[src/rtl/decoder_pkg.sv]
// rtl/decoder_pkg.sv - shared types and mode encodings for decoder_sequencer
// Contents: mode_t (command modes), state_t (sequencer FSM states),
// and the raw 2-bit mode encodings used on the in_mode port.
package decoder_pkg;

    localparam int MODE_WIDTH = 2;

    localparam logic [MODE_WIDTH-1:0] MODE_HOLD_ENC  = 2'b00;
    localparam logic [MODE_WIDTH-1:0] MODE_PULSE_ENC = 2'b01;
    localparam logic [MODE_WIDTH-1:0] MODE_SCAN_ENC  = 2'b10;
    localparam logic [MODE_WIDTH-1:0] MODE_CLEAR_ENC = 2'b11;

    typedef enum logic [MODE_WIDTH-1:0] {
        MODE_HOLD  = MODE_HOLD_ENC,
        MODE_PULSE = MODE_PULSE_ENC,
        MODE_SCAN  = MODE_SCAN_ENC,
        MODE_CLEAR = MODE_CLEAR_ENC
    } mode_t;

    typedef enum logic {
        ST_IDLE   = 1'b0,
        ST_ACTIVE = 1'b1
    } state_t;

endpackage

[src/rtl/decoder_sequencer_onehot.sv]
// rtl/decoder_sequencer_onehot.sv - combinational binary-to-one-hot map with range flag
// Ports:
//   idx       in   ENCODE_WIDTH  binary index
//   onehot    out  DECODE_WIDTH  one-hot of idx, all-zero when idx is out of range
//   in_range  out  1             idx < DECODE_WIDTH
module onehot_decode #(
    parameter int ENCODE_WIDTH = 2,
    parameter int DECODE_WIDTH = 2 ** ENCODE_WIDTH
) (
    input  logic [ENCODE_WIDTH-1:0] idx,
    output logic [DECODE_WIDTH-1:0] onehot,
    output logic                    in_range
);

    always_comb begin
        onehot   = '0;
        in_range = (int'(idx) < DECODE_WIDTH);
        for (int i = 0; i < DECODE_WIDTH; i++) begin
            onehot[i] = (int'(idx) == i);
        end
    end

endmodule

[src/rtl/decoder_sequencer.sv]
// rtl/decoder_sequencer.sv - registered one-hot decoder with hold, pulse and scan modes
// Ports:
//   clk, rst_n          clock, asynchronous active-low reset
//   in_valid/in_ready   command handshake (in_ready drops while ACTIVE or on abort)
//   in_sel              binary select / scan start index
//   in_mode             00 HOLD, 01 PULSE, 10 SCAN, 11 CLEAR
//   in_dwell            each active step lasts in_dwell+1 cycles
//   abort               cancels a timed operation; blocks acceptance in IDLE
//   out                 registered one-hot output or all-zero
//   busy                timed operation in progress
//   done                one-cycle pulse on normal completion of PULSE/SCAN
//   err                 one-cycle pulse when an accepted in_sel is out of range
module decoder_sequencer
    import decoder_pkg::*;
#(
    parameter int ENCODE_WIDTH = 2,
    parameter int DECODE_WIDTH = 2 ** ENCODE_WIDTH,
    parameter int DWELL_WIDTH  = 8
) (
    input  logic                    clk,
    input  logic                    rst_n,
    input  logic                    in_valid,
    output logic                    in_ready,
    input  logic [ENCODE_WIDTH-1:0] in_sel,
    input  logic [1:0]              in_mode,
    input  logic [DWELL_WIDTH-1:0]  in_dwell,
    input  logic                    abort,
    output logic [DECODE_WIDTH-1:0] out,
    output logic                    busy,
    output logic                    done,
    output logic                    err
);

    // Step counter is one bit wider than the index so it can hold DECODE_WIDTH
    // itself when DECODE_WIDTH == 2**ENCODE_WIDTH.
    localparam logic [ENCODE_WIDTH:0]   STEPS    = (ENCODE_WIDTH + 1)'(DECODE_WIDTH);
    localparam logic [ENCODE_WIDTH-1:0] LAST_IDX = ENCODE_WIDTH'(DECODE_WIDTH - 1);

    state_t                  state, state_nxt;
    logic [ENCODE_WIDTH-1:0] idx, idx_nxt, idx_wrap, dec_idx;
    logic [DWELL_WIDTH-1:0]  dwell_cnt, dwell_cnt_nxt;
    logic [DWELL_WIDTH-1:0]  dwell_len, dwell_len_nxt;
    logic [ENCODE_WIDTH:0]   step_cnt, step_cnt_nxt;
    logic                    scan_r, scan_nxt;
    logic [DECODE_WIDTH-1:0] out_nxt, dec_onehot;
    logic                    dec_in_range;
    logic                    done_nxt, err_nxt;
    logic                    accept, step_end, run_end, timed_cmd;
    mode_t                   cmd_mode;

    assign in_ready  = (state == ST_IDLE) && !abort;
    assign accept    = in_valid && in_ready;
    assign cmd_mode  = mode_t'(in_mode);
    assign timed_cmd = (cmd_mode == MODE_PULSE) || (cmd_mode == MODE_SCAN);
    assign busy      = (state == ST_ACTIVE);

    assign step_end = (dwell_cnt == '0);
    // A pulse is a single step; a scan ends after its DECODE_WIDTH-th step.
    assign run_end  = step_end && (!scan_r || (step_cnt == STEPS));
    assign idx_wrap = (idx == LAST_IDX) ? '0 : idx + 1'b1;

    // The single decoder sees the command select while idle and the upcoming
    // scan index while active, so the next step's one-hot is registered with
    // no gap cycle between steps.
    assign dec_idx = (state == ST_ACTIVE) ? idx_wrap : in_sel;

    onehot_decode #(
        .ENCODE_WIDTH (ENCODE_WIDTH),
        .DECODE_WIDTH (DECODE_WIDTH)
    ) u_onehot_decode (
        .idx      (dec_idx),
        .onehot   (dec_onehot),
        .in_range (dec_in_range)
    );

    // State register
    always_ff @(posedge clk or negedge rst_n) begin
        if (!rst_n) begin
            state <= ST_IDLE;
        end else begin
            state <= state_nxt;
        end
    end

    // Next-state logic
    always_comb begin
        state_nxt = state;
        case (state)
            ST_IDLE: begin
                if (accept && dec_in_range && timed_cmd) begin
                    state_nxt = ST_ACTIVE;
                end
            end
            ST_ACTIVE: begin
                if (abort || run_end) begin
                    state_nxt = ST_IDLE;
                end
            end
            default: state_nxt = ST_IDLE;
        endcase
    end

    // Output and counter next values
    always_comb begin
        out_nxt       = out;
        idx_nxt       = idx;
        dwell_cnt_nxt = dwell_cnt;
        dwell_len_nxt = dwell_len;
        step_cnt_nxt  = step_cnt;
        scan_nxt      = scan_r;
        done_nxt      = 1'b0;
        err_nxt       = 1'b0;
        case (state)
            ST_IDLE: begin
                if (accept) begin
                    if (!dec_in_range) begin
                        out_nxt = '0;
                        err_nxt = 1'b1;
                    end else begin
                        case (cmd_mode)
                            MODE_HOLD:  out_nxt = dec_onehot;
                            MODE_CLEAR: out_nxt = '0;
                            MODE_PULSE, MODE_SCAN: begin
                                out_nxt       = dec_onehot;
                                idx_nxt       = in_sel;
                                dwell_cnt_nxt = in_dwell;
                                dwell_len_nxt = in_dwell;
                                step_cnt_nxt  = (ENCODE_WIDTH + 1)'(1);
                                scan_nxt      = (cmd_mode == MODE_SCAN);
                            end
                            default: out_nxt = '0;
                        endcase
                    end
                end
            end
            ST_ACTIVE: begin
                if (abort) begin
                    out_nxt = '0;
                end else if (!step_end) begin
                    dwell_cnt_nxt = dwell_cnt - 1'b1;
                end else if (run_end) begin
                    out_nxt  = '0;
                    done_nxt = 1'b1;
                end else begin
                    idx_nxt       = idx_wrap;
                    out_nxt       = dec_onehot;
                    dwell_cnt_nxt = dwell_len;
                    step_cnt_nxt  = step_cnt + 1'b1;
                end
            end
            default: out_nxt = '0;
        endcase
    end

    // Datapath registers
    always_ff @(posedge clk or negedge rst_n) begin
        if (!rst_n) begin
            out       <= '0;
            idx       <= '0;
            dwell_cnt <= '0;
            dwell_len <= '0;
            step_cnt  <= '0;
            scan_r    <= 1'b0;
            done      <= 1'b0;
            err       <= 1'b0;
        end else begin
            out       <= out_nxt;
            idx       <= idx_nxt;
            dwell_cnt <= dwell_cnt_nxt;
            dwell_len <= dwell_len_nxt;
            step_cnt  <= step_cnt_nxt;
            scan_r    <= scan_nxt;
            done      <= done_nxt;
            err       <= err_nxt;
        end
    end

endmodule
[config.mk]
export PLATFORM = sky130hd
export DESIGN_NAME = decoder_sequencer
export DESIGN_NICKNAME = d
export VERILOG_FILES = /design/src/rtl/decoder_pkg.sv /design/src/rtl/decoder_sequencer_onehot.sv /design/src/rtl/decoder_sequencer.sv
export SDC_FILE = /design/constraint.sdc
export NUM_CORES = 1
export LEC_CHECK = 0
export CORE_MARGIN = 4
export CORE_UTILIZATION = 45
export CTS_CLUSTER_SIZE = 14
export DETAILED_ROUTE_END_ITERATION = 8
export PLACE_DENSITY = 0.68
export REMOVE_ABC_BUFFERS = 1
export SETUP_SLACK_MARGIN = 0.15
export SYNTH_ARGS = -nofsm -noshare
export SYNTH_HDL_FRONTEND = slang
export SYNTH_SLANG_ARGS = --single-unit
export TNS_END_PERCENT = 100
[constraint.sdc]
create_clock -name clk -period 3.8 [get_ports clk]
set_clock_uncertainty 0.05 [all_clocks]
set_input_delay 0.76 -clock clk [delete_from_list [all_inputs] [get_ports clk]]
set_output_delay 0.76 -clock clk [all_outputs]
set_load 0.05 [all_outputs]
# Yosys cells after proc, flatten, opt, wreduce, memory -nomap -nowiden
# Index checks and enable logic that the tools add are counted.
# classes
mux,33
reduce_logical,18
bitwise,1
add_sub_neg,3
n_eq_ne,15
# op_table
op,n
$mux W8,5
$mux W4,4
$pmux W4 S2,2
$pmux W8 S2,1
$mux W3,5
$mux W2,7
$eq A2 B2 Y1 const B,5
$logic_not A8 Y1,1
$sub A8 B1 Y8 const B,1
$mux W1,6
$ne A2 B2 Y1 const B,3
$pmux W3 S2,1
$reduce_and A5 Y1,1
$eq A2 B1 Y1 const B,2
$logic_and A1 B1 Y1,4
$logic_not A2 Y1,2
$ne A2 B1 Y1 const B,2
$pmux W2 S2,1
$reduce_and A4 Y1,1
$add A3 B1 Y3 const B,1
$eq A3 B3 Y1 const B,1
$logic_or A1 B1 Y1,3
$ne A3 B2 Y1 const B,1
$ne A3 B3 Y1 const B,1
other kinds (8),9
# word_totals
output_inout_bits,8
ff_bits,28
inputBits,16
wordCells,78

# Depth between registers and ports, before layout
# Gate-level depths: netlist (run 1).
# depth
ltp_word,8
mapped_depth,9
mapped_depth_nobuf,8

# By module
# Synthesis (run 1) repeated with hierarchy kept, for this count alone.
# hier_totals
cells_unflattened,167
area_unflattened_um2,1626.6
# modules_own_cells
module,seq_area_each_um2,instances,area_each_um2,cells_each
decoder_sequencer,725.7,1,1589.0,161
onehot_decode,0.0,1,37.5,6

# Least setup slack after synthesis (run 1)
# No wires, ideal clock.
# synth_path
path_kind,register to output
start,"register state, in the netlist busy"
end,output port in_ready
t_required_ns,2.990
path_stages_with_launch,5
slack_ns,1.122
n_path_buf,3
t_arrival_ns,1.868
cell_sequence,dfrtp_1 > buf_2 > buf_1 > clkbuf_1 > nor2_1
# synth_between
elab_chain_len,2
# synth_rtl
element,line_no,rtl
from (decl),decoder_sequencer.sv:39,"state_t state, state_nxt;"
from (signal assigned),decoder_sequencer.sv:81,state <= state_nxt;
$not A1 Y1 (no line),-,
$logic_and A1 B1 Y1,decoder_sequencer.sv:51,assign in_ready = (state == ST_IDLE) && !abort;
to (decl),decoder_sequencer.sv:23,"output logic in_ready,"
# No other way between the ends.

# Worst setup path after layout (run 1)
# layout_path
start,input port abort
end,output port in_ready
# layout_between
elab_chain_len,2
# layout_rtl
element,line_no,rtl
from (decl),decoder_sequencer.sv:27,"input logic abort,"
$logic_not A1 Y1,decoder_sequencer.sv:51,
$logic_and A1 B1 Y1,decoder_sequencer.sv:51,
# No other way between the ends.

==> reports/metrics.cfg, run 1 <==
[min_path]
hold_class = flop to flop
min_delay_worst_endpoint = step_cnt[2]
whs_path_depth = 1
hold_start = step_cnt[2]

[worst_setup_path]
cp_slowest_cell = clkdlybuf4s50_1
cp_max_fo = 4
r2r_slack_ns = 1.46
cp_cell_sequence = clkdlybuf4s50_1 > nor2_1 > clkdlybuf4s50_1
worstReg2RegStart = dwell_cnt[0]
cp-end-kind = primary output
cp.arrival_ns = 2.16
cp-start-kind = input port
worst-path-buf-inv = 2
cp_slowest_stage_delay_ns = 0.81
crit_family = buffers and inverters
reg2reg_depth = 7
cp_common_cell = clkdlybuf4s50_1
worstSetupPathType = input port to primary output
r2r_end = idx[1]
critical_path_required_ns = 2.99
crit_cells = 3

[clock_tree]
clk_latency_ns = 0.35
h-tree-depth = 1
cts_buffers = 3
path_clk_slew_ns = 0.15
cts_root_buf = clkbuf_4
cts_sinks = 28
cts_resized = 0
post_cts_buffers = 0
cts_hold_buf = 0
clockBufferDepth = 2
tritoncts = yes

[timing]
slew_headroom_pct = 55.1
fin_crit_sh_pct = 78.3
finalHoldViolations = 0
setup_viol = 0
rsz0062_at_grt = no
fmax_ghz = 0.336
tightest_slew_ns = 0.668
fin_setup_tns_ns = 0
slew_viol_final = 0
fin_crit_ns = 2.97

[cells_and_area]
drive_gt1_share_pct = 9.33
antenna_cells = 0
area_growth_pct = 19.3
final_nets = 216

[synthesis]
synth_edf_count = 0
synthArstFlopShare_pct = 100
synthCells = 171
synth_warnings = 0
yosys-top-cells-area = dfrtp_1 (44%), nand2_1 (7.8%), ha_1 (4.7%)
synth_xor_area_share_pct = 2.76
synthMuxAreaShare_pct = 4.33
synthAdderAreaFrac_pct = 4.73
synth_compound_area_share_pct = 17.3
netlist.area_leader.share_pct = 44.1
synth_seq_cells = 28
synthesis.area_mm2 = 0.00159
ys_seq_area_share_pct = 44.1
synth_top_family_by_area = simple AND/OR/NAND/NOR gates
synthSimpleGateAreaFrac_pct = 21.0
avgSynthCellArea_um2 = 9.29
synth_top_area_cell = dfrtp_1
synthDistinctLibCells = 46
ys.flop_type = dfrtp_1

[global_routing]
overflow = 0
grt_pass1_vias = 1304
grt_max_degree = 29
grtUsageTotal_pct = 17.9
grt_pass1_wl_um = 6040
antenna_found_initial = 0

[power]
power_w = 0.00102
power.density_mw_per_mm2 = 539
max-vdd-ir-drop_mv = 0.281
p_leak_nw = 0.850

[floorplan]
initial_utilization_pct = 47.2
io_pins = 24
rows = 21
die_w_um = 67.4
die_y_um = 67.4
die_area_mm2 = 0.00454
core_mm2 = 0.00336

[detailed_routing]
num_vias = 1275
drt_iter0_markers = 67
routed-wl-met3_um = 150
routedWlPerCell_um = 14.8
highest_layer = met4
routed_wl_um = 3540
postRouteAntennaNets = 0
drc_errors = 0
wl_met2_um = 1680
vias_per_cell = 5.33
met1_length_um = 1650
dr.pass1.iters = 4

[status]
status = finished, final reports clean

[run]
maxCapViolCount = 0

[placed_design]
portBuffers = 22
gp_congestion = 0.829
place_hpwl_um = 2560

## routing by layer
layer	up-vias	GRT usage, %
li1	631	-
met4	0	6.08
met3	5	3.00
met1	607	23.3
met5	-	0
met2	32	30.1
## worst register-to-register path, delay by kind of cell (launching register included)
| kind | cells | cell delay [ns] |
|---|---|---|
| and+or+nand+nor | 4 | 1.07 |
| adders and majority gates | 1 | 0.22 |
| buffers and inverters | 1 | 0.12 |
| DFF | 1 | 0.46 |
| muxes | 1 | 0.32 |
## cell usage in the layout, fill, tap and decap left out, drive strengths merged, types with 2 or more instances in the layout
| master | Yosys | layout |
|---|---|---|
| mux2 | 4 | 4 |
| o31ai | 2 | 2 |
| clkbuf | 3 | 4 |
| nor2b | 4 | 4 |
| nor3 | 5 | 5 |
| a32o | 4 | 4 |
| a21oi | 7 | 7 |
| o22ai | 6 | 6 |
| o21ai | 10 | 10 |
| nand2b | 4 | 4 |
| dfrtp | 28 | 28 |
| nand2 | 34 | 34 |
| inv | 11 | 11 |
| a31oi | 4 | 4 |
| buf | 5 | 4 |
| xor2 | 2 | 2 |
| mux2i | 2 | 2 |
| nor2 | 10 | 10 |
| ha | 6 | 6 |
| nor3b | 2 | 2 |
| xnor2 | 3 | 3 |
| clkdlybuf4s50 | 0 | 22 |
## synth_stat cells (all sizes together) (2+ instances only)
library cell,count
o21ai,10
a32o,4
nor2b,4
nor2,10
nand2,34
o22ai,6
nand2b,4
xnor2,3
a31oi,4
xor2,2
nor3,5
inv,11
ha,6
mux2,4
buf,5
o31ai,2
dfrtp,28
a21oi,7
mux2i,2
nor3b,2
clkbuf,3
## worst max-delay path by stage
| stage | start | to |
|---|---|---|
| 6_report | abort | in_ready |
| 5_1_grt | abort | in_ready |
| 4_1_cts | abort | in_ready |
| 3_5_place_dp | in_mode[0] | dwell_cnt[6] |
| 3_3_place_gp | abort | in_ready |
| 2_1_floorplan | in_mode[0] | dwell_cnt[6] |
## final cells by class
class	count	area (µm²)
Inverter	11	43.8
Tap cell	46	57.6
Clock buffer	4	36.3
Sequential cell	28	701
Timing Repair Buffer	26	250
Fill cell	338	1470
Multi-Input combinational cell	124	806
## where the power goes
part	total [W]	switching, W	internal (W)
Clock	0.000156	0.0000969	0.0000589
Sequential	0.000474	0.0000949	0.000379
Combinational	0.000391	0.000210	0.000182
Total	0.00102	0.000402	0.000619
## cell families after synthesis
| group | count (synthesis) |
|---|---|
| xor gates and xnor gates | 5 |
| other | 1 |
| DFF | 28 |
| muxes | 6 |
| AOI/OAI and AO/OA | 40 |
| adders and majority gates | 6 |
| buffers and inverters | 19 |
| and+or+nand+nor | 66 |
## sequential cells by signal, summed over array words and instances, names as in the netlist
register	cells
dwell_cnt	8
dwell_len	8
out	4
step_cnt	3
idx	2
busy	1
done	1
scan_r	1
## stage by stage
step | hold slack (ns) | util [%] | setup WS [ns] | cell area (µm²) | std cells
after CTS | 0.439 | 56.3 | 0.821 | 1890 | 239
final | 0.435 | 56.3 | 0.826 | 1890 | 239
after detailed placement | 0.412 | 55.2 | 0.820 | 1860 | 235
after global placement | 0.409 | 55.2 | 0.846 | 1860 | 235
after global routing | 0.443 | 56.3 | 0.749 | 1890 | 239
after floorplan | 0.389 | - | 0.818 | 1540 | 163
(Power assumes the default switching activity.)
==> run 2: changes to the inputs <==
Clock period 3.8 ns to 2.92 ns, I/O delays scaled along.
==> run 2 against run 1 <==
Effect of this change: non-clock buffer count increased by 1; critical path depth increased by 4; highest routed layer unchanged; cell count increased by 0.42%; sequential power increased by 27%; critical endpoint is now idx[1]; die area unchanged; clock power increased by 66%; sequential cell count unchanged; worst hold slack improved by 0.0051 ns; global-route usage decreased by 1.1 points; combinational power increased by 33%; largest power group unchanged; total power increased by 35%.
==> reports/metrics.cfg, run 2 (synthesized netlist as in run 1, its figures left out) <==
[clock_tree]
cts_buffers = 3
cts_resized = 0
clk_latency_ns = 0.34
cts_root_buf = clkbuf_4
cts_sinks = 28
path_clk_slew_ns = 0.15
post_cts_buffers = 0
clockBufferDepth = 2
tritoncts = yes
cts_hold_buf = 0
h-tree-depth = 1

[detailed_routing]
drc_errors = 0
num_vias = 1277
postRouteAntennaNets = 0
vias_per_cell = 5.32
routedWlPerCell_um = 14.0
routed_wl_um = 3360
drt_iter0_markers = 38
dr.pass1.iters = 4

[worst_setup_path]
r2r_slack_ns = 0.54
cp_slowest_cell = dfrtp_1
reg2reg_depth = 7
worstReg2RegStart = dwell_cnt[0]
r2r_end = idx[1]
cp_max_fo = 11
worstSetupPathType = flop to flop
cp_slowest_stage_delay_ns = 0.45
cp-end-kind = flop
cp-start-kind = flop
critical_path_required_ns = 3.09
cp_cell_sequence = inv_1 > ha_1 > nor3b_1 > nand2_2 > nor3b_4 > or2_1 > mux2_1
cp.arrival_ns = 2.55

[floorplan]
die_y_um = 67.4
io_pins = 24
die_area_mm2 = 0.00454
initial_utilization_pct = 47.2
die_w_um = 67.4
rows = 21
core_mm2 = 0.00336

[timing]
rsz0062_at_grt = no
tightest_slew_ns = 0.698
fin_setup_tns_ns = 0
fin_crit_ns = 2.38
slew_headroom_pct = 53.1
finalHoldViolations = 0
fmax_ghz = 0.421
fin_crit_sh_pct = 81.3
fin_ws_ns = 0.545
slew_viol_final = 0
setup_viol = 0

[global_routing]
grt_pass1_wl_um = 5750
grtUsageTotal_pct = 16.8
antenna_found_initial = 0
grt_max_degree = 29
grt_pass1_vias = 1236
overflow = 0

[cells_and_area]
register_area_um2 = 701
antenna_cells = 0
n_fill_cell = 334
multi_input_area_um2 = 806
drive_gt1_share_pct = 10.3
area_growth_pct = 20.6
final_common_cell = nand2_1
final_nets = 217
largestRegisters = dwell_cnt: 8 flops, dwell_len: 8 flops, out: 4 flops
final_cell_mix = nand2_1 (33), dfrtp_1 (28), clkdlybuf4s50_1 (21)

[min_path]
whs_path_depth = 1
hold_start = step_cnt[2]
hold_class = flop to flop
min_delay_worst_endpoint = step_cnt[2]

[power]
power.density_mw_per_mm2 = 721
p_leak_nw = 0.864
max-vdd-ir-drop_mv = 0.401

[placed_design]
portBuffers = 22
gp_congestion = 0.842
dp_slack_ns = 0.241
place_hpwl_um = 2530

[run]
maxCapViolCount = 0

[status]
status = finished, final reports clean

## run 2: changes by cell type in the layout (fill, tap and decap cells not counted), sizes merged
cell,previous run,this run
clkbuf,4,3
bufinv,0,1
clkdlybuf4s50,22,21
buf,4,6
## run 2: area by class of cell
cell class	count	area share (%)
Multi-Input combinational cell	124	42.1
Sequential cell	28	36.6
Timing Repair Buffer	27	13.3
Tap cell	46	3.00
Inverter	11	2.29
Clock inverter	1	1.57
Clock buffer	3	1.18
## run 2: critical path: cells and delay by family (launching register included)
| kind | cells | cell delay, ns |
|---|---|---|
| mux | 1 | 0.32 |
| flops | 1 | 0.45 |
| simple gates | 4 | 1.09 |
| fa+ha+maj | 1 | 0.22 |
| buf+inv | 1 | 0.14 |
## run 2: stage by stage
stage	util [%]	total power [W]	instance area (µm²)	hold slack, ns	cells
global route	57.0	0.00147	1920	0.463	240
CTS	57.0	0.00139	1920	0.442	240
global placement	55.4	0.00111	1860	0.407	236
floorplan	-	0.000969	1540	0.238	163
finish	57.0	0.00138	1920	0.440	240
detailed placement	55.4	0.00113	1860	0.418	236
## run 2: power breakdown
group,total (W),internal (W),switching [W]
clock,0.000259,0.000139,0.000120
sequential,0.000603,0.000493,0.000110
combinational,0.000519,0.000239,0.000280
total,0.00138,0.000871,0.000511
## run 2: routing by layer
metal	up-vias	GRT usage (%)	routed length [µm]	share of wire, %
met5	-	0	0	0
met4	0	5.32	40	1.2
met3	5	3.00	141	4.2
met2	30	27.0	1530	46
met1	605	22.9	1650	49
li1	637	-	-	-
## run 2: worst max-delay path by stage
stage	startpoint	endpoint	slack, ns	cells past startpoint
global route	dwell_cnt[0]	idx[1]	0.35	7
detailed placement	in_mode[0]	dwell_cnt[6]	0.24	8
floorplan	busy	dwell_cnt[6]	0.08	5
CTS	dwell_cnt[0]	idx[1]	0.54	7
global placement	in_mode[0]	dwell_cnt[6]	0.30	8
finish	dwell_cnt[0]	idx[1]	0.54	7
